`config.mk`:
```
export PLATFORM = sky130hd
export DESIGN_NAME = controle_multiciclo
export DESIGN_NICKNAME = d
export VERILOG_FILES = /design/src/rtl/controle_multiciclo.sv
export SDC_FILE = /design/constraint.sdc
export NUM_CORES = 1
export LEC_CHECK = 0
export CAP_MARGIN = 25
export CORE_MARGIN = 1
export CORE_UTILIZATION = 37
export CTS_CLUSTER_DIAMETER = 30
export CTS_CLUSTER_SIZE = 28
export DETAILED_ROUTE_END_ITERATION = 10
export GPL_TIMING_DRIVEN = 0
export PLACE_DENSITY = 0.83
export SLEW_MARGIN = 20
export SYNTH_ARGS = -nofsm -noshare
export SYNTH_HDL_FRONTEND = slang
export SYNTH_SLANG_ARGS = --single-unit
```
`constraint.sdc`:
```
create_clock -name clock -period 1.95 [get_ports clock]
set_clock_uncertainty 0.05 [all_clocks]
set_input_delay 0.39 -clock clock [delete_from_list [all_inputs] [get_ports clock]]
set_output_delay 0.39 -clock clock [all_outputs]
set_load 0.1 [all_outputs]
```
`src/rtl/controle_multiciclo.sv`:
```
// Moore control FSM for the multicycle MIPS datapath.
// Define CONTROLE_OVERFLOW_EN to trap add/sub/addi overflow into OVF_EXC.
module controle_multiciclo (
    input  logic       clock,
    input  logic       reset,
    input  logic [5:0] OPCODE,
    input  logic [5:0] funct,
    input  logic       Overflow,
    output logic       EscreveMem,
    output logic       EscrevePC,
    output logic       EscrevePCCond,
    output logic       InverteZero,
    output logic [1:0] OrigPC,
    output logic       RegDst,
    output logic       EscreveReg,
    output logic       MemparaReg,
    output logic       IouD,
    output logic       EscreveIR,
    output logic       EscreveMDR,
    output logic       EscreveAluOut,
    output logic       EscreveEPC,
    output logic       OrigAALU,
    output logic [1:0] OrigBALU,
    output logic [2:0] OpALU,
    output logic [5:0] Estado
);

    typedef enum logic [5:0] {
        S_RESET      = 6'd0,
        S_FETCH      = 6'd1,
        S_FETCH_WAIT = 6'd2,
        S_DECODE     = 6'd3,
        S_MEM_ADDR   = 6'd4,
        S_LW_READ    = 6'd5,
        S_LW_WAIT    = 6'd6,
        S_LW_WB      = 6'd7,
        S_SW_WRITE   = 6'd8,
        S_R_EXEC     = 6'd9,
        S_R_WB       = 6'd10,
        S_BRANCH     = 6'd11,
        S_JUMP       = 6'd12,
        S_ADDI_EXEC  = 6'd13,
        S_ADDI_WB    = 6'd14,
        S_OVF_EXC    = 6'd15
    } state_t;

    localparam logic [5:0] OP_R    = 6'h00;
    localparam logic [5:0] OP_J    = 6'h02;
    localparam logic [5:0] OP_BEQ  = 6'h04;
    localparam logic [5:0] OP_BNE  = 6'h05;
    localparam logic [5:0] OP_ADDI = 6'h08;
    localparam logic [5:0] OP_LW   = 6'h23;
    localparam logic [5:0] OP_SW   = 6'h2B;

    state_t state;
    state_t next_state;

    always_ff @(posedge clock) begin
        if (reset)
            state <= S_RESET;
        else
            state <= next_state;
    end

`ifndef CONTROLE_OVERFLOW_EN
    logic unused_ovf;
    assign unused_ovf = ^{Overflow, funct};
`endif

    always_comb begin
        next_state    = S_FETCH;
        EscreveMem    = 1'b0;
        EscrevePC     = 1'b0;
        EscrevePCCond = 1'b0;
        InverteZero   = 1'b0;
        OrigPC        = 2'b00;
        RegDst        = 1'b0;
        EscreveReg    = 1'b0;
        MemparaReg    = 1'b0;
        IouD          = 1'b0;
        EscreveIR     = 1'b0;
        EscreveMDR    = 1'b0;
        EscreveAluOut = 1'b0;
        EscreveEPC    = 1'b0;
        OrigAALU      = 1'b0;
        OrigBALU      = 2'b00;
        OpALU         = 3'b000;
        case (state)
            S_RESET: next_state = S_FETCH;
            S_FETCH: next_state = S_FETCH_WAIT;
            S_FETCH_WAIT: begin
                EscreveIR  = 1'b1;
                OrigBALU   = 2'b01;
                EscrevePC  = 1'b1;
                next_state = S_DECODE;
            end
            S_DECODE: begin
                // Branch target computed speculatively while decoding
                OrigBALU      = 2'b11;
                EscreveAluOut = 1'b1;
                case (OPCODE)
                    OP_LW, OP_SW:   next_state = S_MEM_ADDR;
                    OP_R:           next_state = S_R_EXEC;
                    OP_BEQ, OP_BNE: next_state = S_BRANCH;
                    OP_J:           next_state = S_JUMP;
                    OP_ADDI:        next_state = S_ADDI_EXEC;
                    default:        next_state = S_FETCH;
                endcase
            end
            S_MEM_ADDR: begin
                OrigAALU      = 1'b1;
                OrigBALU      = 2'b10;
                EscreveAluOut = 1'b1;
                next_state    = (OPCODE == OP_LW) ? S_LW_READ : S_SW_WRITE;
            end
            S_LW_READ: begin
                IouD       = 1'b1;
                next_state = S_LW_WAIT;
            end
            S_LW_WAIT: begin
                IouD       = 1'b1;
                EscreveMDR = 1'b1;
                next_state = S_LW_WB;
            end
            S_LW_WB: begin
                MemparaReg = 1'b1;
                EscreveReg = 1'b1;
            end
            S_SW_WRITE: begin
                IouD       = 1'b1;
                EscreveMem = 1'b1;
            end
            S_R_EXEC: begin
                OrigAALU      = 1'b1;
                OpALU         = 3'b010;
                EscreveAluOut = 1'b1;
                next_state    = S_R_WB;
`ifdef CONTROLE_OVERFLOW_EN
                if (Overflow && (funct == 6'h20 || funct == 6'h22))
                    next_state = S_OVF_EXC;
`endif
            end
            S_R_WB: begin
                RegDst     = 1'b1;
                EscreveReg = 1'b1;
            end
            S_BRANCH: begin
                OrigAALU      = 1'b1;
                OpALU         = 3'b001;
                EscrevePCCond = 1'b1;
                OrigPC        = 2'b01;
                InverteZero   = (OPCODE == OP_BNE);
            end
            S_JUMP: begin
                EscrevePC = 1'b1;
                OrigPC    = 2'b10;
            end
            S_ADDI_EXEC: begin
                OrigAALU      = 1'b1;
                OrigBALU      = 2'b10;
                EscreveAluOut = 1'b1;
                next_state    = S_ADDI_WB;
`ifdef CONTROLE_OVERFLOW_EN
                if (Overflow)
                    next_state = S_OVF_EXC;
`endif
            end
            S_ADDI_WB: EscreveReg = 1'b1;
            S_OVF_EXC: begin
`ifdef CONTROLE_OVERFLOW_EN
                EscreveEPC = 1'b1;
`endif
                EscrevePC  = 1'b1;
                OrigPC     = 2'b11;
            end
            default: next_state = S_FETCH;
        endcase
    end

    assign Estado = state;

endmodule

```
# Yosys cells after proc, flatten, opt, wreduce, memory -nomap -nowiden
# Index checks and enable logic that the tools add are counted.
# totals
regBits	6
latchBits	0
ram_bits	0
rom_bits	0
inputBits	15
out_inout_bits	26
elab_cells	49
n_memories	0
# op_classes
addsub	0
mul	0
n_div	0
order_cmp	0
n_eq_ne	21
shift	0
n_mux	18
n_bitwise	0
n_reduce_logical	9
# ops
operator	count
6-bit by 4-bit equality test with 1-bit output (second input constant)	9
6-bit by 3-bit equality test with 1-bit output (second input constant)	6
4-bit one-hot mux with 8 select lines	1
4-bit one-hot mux with 5 select lines	1
6-bit by 2-bit equality test with 1-bit output (second input constant)	3
6-bit equality test (second input constant)	2
1-bit two-way mux	12
2-bit one-hot mux with 3 select lines	2
3-bit OR reduction	3
4-bit OR reduction	2
6-bit by 1-bit equality test with 1-bit output (second input constant)	1
6-bit zero test	1
2-bit OR reduction	3
4-bit two-way mux	1
2-bit one-hot mux with 2 select lines	1

# Longest topological paths before layout
# Gate-level depths: netlist (run 1).
# logic_depth
ltp_word	4
ltp_mapped	5
depth_no_buf	3

# Worst setup path before layout (run 1)
# No wires, ideal clock.
# synth_timing
path_kind	reg-to-output
start	reg state[3] (netlist: Estado[3])
end	out IouD
arrival_ps	4380
required_time_ps	1510
slack_ps	-2870
path_stages_with_launch	4
path_buffers	0
path_cell_list	dfxtp_1 nand2b_1 nor3_1 o21bai_1
# synth_via
elab_chain_cells	3
word_cells_on_any_way	5
cone_classes	3 x eq/ne; 1 x mux; 1 x reduce/logical
# synth_rtl
item	line_no	source
start: declaration	55	state_t state;
start signal: assignment	62	state <= next_state;
6-bit by 3-bit equality test with 1-bit output or 6-bit by 4-bit equality test with 1-bit output (tied branches)	88	case (state)
3-bit OR reduction (no line) (*)	-	
1-bit two-way mux (*)	88	
end: declaration	17	output logic IouD,
# Mark *: on every way between the ends. The rest lies on a longest branch, timed or not.

# Final worst setup path (run 1)
# layout_timing
start	reg state[0] (netlist: Estado[0])
end	out InverteZero
# layout_via
elab_chain_cells	2
# layout_rtl
item	line_no	source
6-bit by 4-bit equality test with 1-bit output	88	
1-bit two-way mux	88	
end: declaration	12	output logic InverteZero,
# Every way passes these cells.

==> impl_metrics.ini, run 1 <==
[timing]
max_freq_ghz = 0.518
post-route-period-util_pct = 99.0
slew_violations = 0
grt_setup_unrepaired = yes
slew_headroom_pct = 35.7
setup_viol = 0
tightest_slew_ns = 0.968
fin_crit_ns = 1.93
fin_setup_tns_ns = 0
finalHoldViolCount = 0
worst_slack_ns = 0.0192

[floorplan]
core_area_mm2 = 0.00151
die_h_um = 42.4
num_rows = 14
die_area_mm2 = 0.00180
initial_core_util_pct = 40.0
top_level_ports = 41
die_x_um = 42.4

[outcome]
status = completed

[grt]
grt_usage_pct = 27.0
busiest_layer = met2
first_global_vias = 724
use_met2_pct = 43.4
use_met1_pct = 34.8
gr-usage-met3_pct = 5.60
antenna_found_initial = 0
grt_max_degree = 11
grt.overflow.total = 0
grt_pass1_wl_mm = 3.59

[power_and_ir_drop]
ir_worst_vdd_mv = 0.623
switchingPower_uw = 756
power_uw = 1260
power_frac_clock_pct = 8.7
power.internal_uw = 499
p_leak_uw = 0.000502
seq_power_share_pct = 9.7
p_per_area_mw_per_mm2 = 1030
p_sw_share_pct = 60.2
pwr-share-comb_pct = 81.6

[detailed_routing]
antenna_left = 0
routed_wl_mm = 2.11
drt-wirelength-per-cell_um = 15.3
first_pass_iters = 4
vias = 786
routed_via_density = 5.70
drc = 0
drt_iter0_markers = 8

[placed_design]
dp_slack_ns = -1.18
port_buffers = 29
hpwl_mm = 1.45
globalplace.congestion = 0.821

[setup_path]
endpoint_kind = primary output
crit_arrival_ns = 1.49
crit_cells = 6
critPathMaxStageDelay_ns = 0.34
required_ns = 1.51
crit_fanout = 8
cp-start-kind = register
rrSetupSlack_ns = 0.40
path_cells = buf_6, buf_8, nand2_4, nor2_4, and4_4, buf_12
cp_slowest_cell = dfxtp_4
cp.buffers_inverters = 3
cp_top_family = simple AND/OR/NAND/NOR gates
ff2ff_path_depth = 3
path_class = register to primary output

[clocking]
cts_sinks = 4
cts_tree = built
cts_made_buffers = 3
htreeDepth = 1
clkLatencyLatePin_ns = 0.25
cts-root-buf = clkbuf_4
clk_path_buf_depth = 2
clk_pin_slew_worst_paths_ns = 0.04
cts_hold_buf = 0

[logic_synthesis]
ys_seq_elements = 4
post-synth-top-count-cell = nor2_1
synth_edf_count = 0
async_flop_share_pct = 0
synth_top_cell_area_share_pct = 13.3
synth-main-ff-cell = dfxtp_1
synth_area_leaders = dfxtp_1, nor2_1, buf_4
ys.warnings.count = 0
synth_cell_types = 42
synth_top_area_cell = dfxtp_1
avgSynthCellArea_um2 = 7.27
synth_common_cells = nor2_1, buf_4, nand2_1, nand2b_1, dfxtp_1
syn-instance-count = 83
synthesis.area_um2 = 603
ys_seq_area_share_pct = 13.3

[min_path]
min_path_cells = 3
hold_class = register to register

[run]
drv_cap = 0

[finish]
num_antenna_cells = 0
area_delta_synth_final_pct = 103
largest_reg_flops = 4
layout-drive-gt1-share_pct = 60.7
final_net_count = 139
-- power by group through the flow --
stage | combinational, µW | clock (µW) | sequential, µW
2_1_floorplan | 650 | 0 | 228
3_3_place_gp | 921 | 0 | 122
3_5_place_dp | 925 | 0 | 122
4_1_cts | 991 | 115 | 122
5_1_grt | 1060 | 120 | 125
6_report | 1020 | 109 | 122
-- stage by stage --
stage | cells | utilization [%] | hold slack, ns | cell area, µm²
3_3_place_gp | 131 | 72.5 | 0.602 | 1090
3_5_place_dp | 131 | 72.5 | 0.604 | 1090
6_report | 138 | 81.1 | 0.638 | 1220
2_1_floorplan | 86 | - | 0.409 | 782
5_1_grt | 138 | 81.1 | 0.664 | 1220
4_1_cts | 137 | 78.7 | 0.610 | 1180
-- placed cells by master, fill, tap and decap left out, drive strengths merged, types with 2 or more instances in the layout --
cell type,Yosys,final
conb,1,4
a211oi,3,3
nor2b,3,3
nor3b,2,2
nand2,5,5
xor2,2,2
clkdlybuf4s50,0,4
nor2,12,12
buf,8,29
a31oi,2,2
clkbuf,2,7
or2,3,3
nand2b,6,6
and3,3,3
dlygate4sd2,0,6
inv,3,3
dfxtp,4,4
nor3,2,2
o32ai,2,2
-- layer usage --
| layer | part of all wire, % | up-vias | wire, µm |
|---|---|---|---|
| li1 | - | 380 | - |
| met1 | 40 | 365 | 851 |
| met2 | 51 | 34 | 1080 |
| met3 | 5.7 | 7 | 121 |
| met4 | 2.8 | 0 | 58 |
| met5 | 0 | - | 0 |
-- tightest hold or removal path, stage by stage (launching register included) --
cell,delay [ns]
dfxtp_4,0.36
nand2b_1,0.09
a21o_1,0.12
a221oi_1,0.07
-- worst paths after layout --
kind	startpoint	end
worst max-delay path	Estado[0]$_SDFF_PP0_	InverteZero
worst min-delay path	Estado[2]$_SDFF_PP0_	Estado[3]$_SDFF_PP0_
worst max register to register	Estado[3]$_SDFF_PP0_	Estado[3]$_SDFF_PP0_
worst min register to register	Estado[2]$_SDFF_PP0_	Estado[3]$_SDFF_PP0_
-- logic make-up after synthesis --
kind of cell,synth area share (%)
flops,13.3
simple gates,42.7
buf+inv,11.8
mux,1.66
compound gates,25.5
other cells,0.622
xor+xnor,4.36
-- final cells by class --
type	instances	area [µm²]
tap	16	20.0
inverter	3	11.3
clock buffer	3	22.5
multi-input combinational	69	642
timing repair buffer	33	324
sequential	4	95.1
buffer	10	108
fill	107	284
-- repair_timing --
action / in CTS / in global routing
hold endpoints to repair: 0 / 0
pin swaps: 2 / 3
setup endpoints to repair: 22 / 11
buffers inserted: 3 / 1
resized for setup: 138 / 12
No activity file was read; power rests on OpenSTA's default activity.
==> run 2, diff against run 1 <==
- CELL_PAD_IN_SITES_DETAIL_PLACEMENT: unset -> 1
- CELL_PAD_IN_SITES_GLOBAL_PLACEMENT: unset -> 1
- CORE_ASPECT_RATIO: unset -> 0.75
- CORE_UTILIZATION: 37 -> 24
- HOLD_SLACK_MARGIN: unset -> 0.12
- PLACE_DENSITY: 0.83 -> unset
- PLACE_DENSITY_LB_ADDON: unset -> 0.1
==> impl_metrics.ini, run 2 (synthesis results as in run 1) <==
[outcome]
status = completed

[detailed_routing]
routed_via_density = 5.05
drt-wirelength-per-cell_um = 15.8
first_pass_iters = 6
drt_iter0_markers = 26
vias = 772
routed_wl_mm = 2.42
drc = 0
antenna_left = 0

[floorplan]
die_h_um = 45.4
core_area_mm2 = 0.00235
die_x_um = 59.9
num_rows = 15
initial_core_util_pct = 25.7
die_area_mm2 = 0.00272
top_level_ports = 41

[finish]
final_cell_mix = buf_4, dlygate4sd2_1, nor2_4, buf_12
final_cells = 153
layout_commonest_cell = buf_4
num_antenna_cells = 0
final_net_count = 136
largest_reg_flops = 4
finalInstanceArea_mm2 = 0.00124
area_delta_synth_final_pct = 106
layout-drive-gt1-share_pct = 58.0

[placed_design]
port_buffers = 29
globalplace.congestion = 0.774
placed_cell_area_mm2 = 0.00111
hpwl_mm = 1.75
dp_cells = 149
dp_slack_ns = -1.20

[grt]
grt_max_degree = 11
grt.overflow.total = 0
antenna_found_initial = 0
first_global_vias = 771
grt_usage_pct = 19.4
grt_pass1_wl_mm = 3.80

[clocking]
cts_tree = built
clkLatencyLatePin_ns = 0.24
cts_sinks = 4
cts_made_buffers = 3
cts_hold_buf = 0
clk_path_buf_depth = 2
htreeDepth = 1
cts-root-buf = clkbuf_4
clk_pin_slew_worst_paths_ns = 0.04

[setup_path]
path_class = register to primary output
timing.rr.end = Estado[3]$_SDFF_PP0_
critPathMaxStageDelay_ns = 0.34
ff2ff_path_depth = 3
endpoint_kind = primary output
crit_fanout = 8
regToRegStartpoint = Estado[3]$_SDFF_PP0_
cp-start-kind = register
crit_arrival_ns = 1.48
required_ns = 1.51
path_common_cell = buf_12
cp_slowest_cell = dfxtp_4
rrSetupSlack_ns = 0.38
path_cells = buf_8, buf_12, xor2_4, o32ai_4, buf_12

[power_and_ir_drop]
p_leak_uw = 0.000487
p_per_area_mw_per_mm2 = 1020
ir_worst_vdd_mv = 0.438
power_uw = 1270

[timing]
hold_ws_ns = 0.608
slew_violations = 0
post-route-period-util_pct = 98.4
grt_setup_unrepaired = yes
finalHoldViolCount = 0
max_freq_ghz = 0.521
worst_slack_ns = 0.0304
tightest_slew_ns = 0.956
slew_headroom_pct = 36.5
setup_viol = 0
fin_crit_ns = 1.92

[min_path]
hp-start = Estado[2]$_SDFF_PP0_
min_path_cells = 3
min_to = Estado[3]$_SDFF_PP0_
hold_class = register to register

[run]
drv_cap = 0
-- run 2: repair_timing --
action / in CTS / in global routing
pin swaps: 2 / 4
gates resized for setup: 139 / 13
setup endpoints to repair: 22 / 12
setup buffers: 1 / 0
-- run 2: how the worst max path moves through the flow --
stage                                    start           to  slack [ns]  cells past startpoint
after floorplan           Estado[2]$_SDFF_PP0_         IouD       -0.59                      4
final                     Estado[0]$_SDFF_PP0_  OrigBALU[1]        0.03                      5
after CTS                 Estado[0]$_SDFF_PP0_  OrigBALU[1]       -0.02                      5
after global placement               OPCODE[1]  InverteZero       -1.20                      4
after global routing      Estado[0]$_SDFF_PP0_  OrigBALU[1]       -0.02                      5
after detailed placement             OPCODE[1]  InverteZero       -1.20                      4
-- run 2: routing by layer --
layer,vias up,GRT usage [%],wire length (µm)
li1,369,-,-
met1,378,25.3,1060
met2,23,34.2,1260
met3,2,1.70,83
met4,0,5.58,16
met5,-,0,0
-- run 2: critical path: cells and delay by family, from the launching register on --
| family | cells | cell delay, ns |
|---|---|---|
| AOI/OAI and AO/OA | 1 | 0.25 |
| DFF | 1 | 0.34 |
| xor gates and xnor gates | 1 | 0.15 |
| buffers and inverters | 3 | 0.50 |
-- run 2: cell type report --
type                    instances  area (µm²)
plain buffers                  10         120
multi-input cells              69         657
fillers                       277        1100
well taps                      34        42.5
flip-flops and latches          4        95.1
clock buffers                   3        22.5
repair buffers                 30         295
inverters                       3        11.3
-- run 2: power by group --
part / internal (µW) / switching [µW]
logic: 330 / 710
registers: 103 / 20.3
clock network: 68.9 / 34.2
-- run 2: through the flow --
step | TNS [ns] | util, %
after floorplan | -3.27 | -
after global placement | -12.05 | 47.5
after detailed placement | -12.56 | 47.5
after CTS | -0.0157 | 51.3
after global routing | -0.0351 | 53.0
final | 0 | 53.0
==> run 3, diff against run 2 <==
- CORE_UTILIZATION: 24 -> 25
- CTS_BUF_LIST: unset -> sky130_fd_sc_hd__clkbuf_8
==> impl_metrics.ini, run 3 (synthesis results as in run 1) <==
[floorplan]
die_h_um = 44.5
top_level_ports = 41
num_rows = 15
initial_core_util_pct = 26.3
core_area_mm2 = 0.00229
die_area_mm2 = 0.00261
die_x_um = 58.7

[placed_design]
dp_cells = 149
globalplace.congestion = 0.850
hpwl_mm = 1.68
dp_slack_ns = -1.21
port_buffers = 29

[timing]
finalHoldViolCount = 0
setup_viol = 0
post-route-period-util_pct = 98.0
grt_setup_unrepaired = no
max_freq_ghz = 0.523
slew_violations = 0
worst_slack_ns = 0.0392
slew_headroom_pct = 36.7
tightest_slew_ns = 0.954
fin_crit_ns = 1.91

[setup_path]
crit_fanout = 8
required_ns = 1.51
endpoint_kind = primary output
ff2ff_path_depth = 3
path_class = register to primary output
cp-start-kind = register
crit_arrival_ns = 1.47

[power_and_ir_drop]
power.internal_uw = 548
power_frac_clock_pct = 13.5
p_leak_uw = 0.000504
ir_worst_vdd_mv = 0.314
p_per_area_mw_per_mm2 = 1060
pwr-share-comb_pct = 77.2
seq_power_share_pct = 9.3
p_sw_share_pct = 58.1
switchingPower_uw = 760

[detailed_routing]
vias = 773
routed_wl_mm = 2.25
antenna_left = 0
drc = 0
first_pass_iters = 4
drt-wirelength-per-cell_um = 14.7
routed_via_density = 5.05
drt_iter0_markers = 12

[clocking]
htreeDepth = 1
cts_hold_buf = 0
cts_tree = built
cts_made_buffers = 3
clkLatencyLatePin_ns = 0.22
clk_path_buf_depth = 2
cts-root-buf = clkbuf_8
clk_pin_slew_worst_paths_ns = 0.03
cts_sinks = 4

[min_path]
hold_class = register to register
min_path_cells = 3

[grt]
grt_max_degree = 11
first_global_vias = 791
antenna_found_initial = 0
grt.overflow.total = 0
grt_usage_pct = 19.2
grt_pass1_wl_mm = 3.77

[finish]
layout-drive-gt1-share_pct = 57.1
num_antenna_cells = 0
layout_commonest_cell = buf_4
final_cell_mix = buf_4, buf_6, dlygate4sd2_1, nor2_4
final_net_count = 136
final_cells = 153
largest_reg_flops = 4
area_delta_synth_final_pct = 105

[outcome]
status = completed

[run]
drv_cap = 0
run 3: cell count changes in the layout (fill, tap and decap cells not counted), sizes merged:
| cell | before | now |
|---|---|---|
| buf | 27 | 26 |
| dlymetal6s2s | 0 | 1 |
| dlygate4sd2 | 7 | 6 |
| clkdlybuf4s15 | 0 | 1 |
run 3: final timing paths:
check	from	slack [ns]	endpoint
worst max-delay path	Estado[0]$_SDFF_PP0_	0.04	RegDst
worst min-delay path	Estado[2]$_SDFF_PP0_	0.62	Estado[3]$_SDFF_PP0_
worst max register to register	Estado[3]$_SDFF_PP0_	0.44	Estado[0]$_SDFF_PP0_
worst min register to register	Estado[2]$_SDFF_PP0_	0.62	Estado[3]$_SDFF_PP0_
run 3: routing by layer:
layer	track usage, %	wire length, µm	share of wire [%]
met5	0	0	0
met1	25.6	1040	46
met3	0.585	89	4.0
met4	10.0	42	1.9
met2	32.0	1080	48
run 3: cell type report:
class	instances	area (µm²)
Timing Repair Buffer	30	299
Buffer	10	108
Multi-Input combinational cell	69	637
Fill cell	277	1060
Tap cell	34	42.5
Sequential cell	4	95.1
Clock buffer	3	41.3
Inverter	3	11.3
run 3: stage by stage:
stage | setup TNS [ns] | total power (µW) | area (µm²) | util (%) | hold WS [ns]
global route | 0 | 1360 | 1230 | 53.9 | 0.647
CTS | -0.0142 | 1300 | 1210 | 52.7 | 0.617
finish | 0 | 1310 | 1230 | 53.9 | 0.615
floorplan | -3.27 | 878 | 782 | - | 0.409
detailed placement | -12.35 | 1060 | 1110 | 48.7 | 0.614
global placement | -11.96 | 1050 | 1110 | 48.7 | 0.590
run 3: critical path: stages, from the launching register on:
cell and delay (ns):
dfxtp_4 0.33, buf_6 0.13, nand2b_2 0.25, nor2_2 0.11, buf_2 0.43
run 3: repair_timing:
action,4_1_cts,5_1_grt
endpoints found under the setup margin,22,10
gates resized for setup,135,9
pin swaps,2,3
hold endpoints to repair,0,0
setup buffers,1,0
run 3: power groups by stage:
stage	Sequential (µW)	Clock [µW]	Combinational [µW]
after floorplan	228	0	650
after global placement	121	0	929
after detailed placement	123	0	938
after CTS	122	180	1000
after global routing	125	185	1050
final	122	176	1010
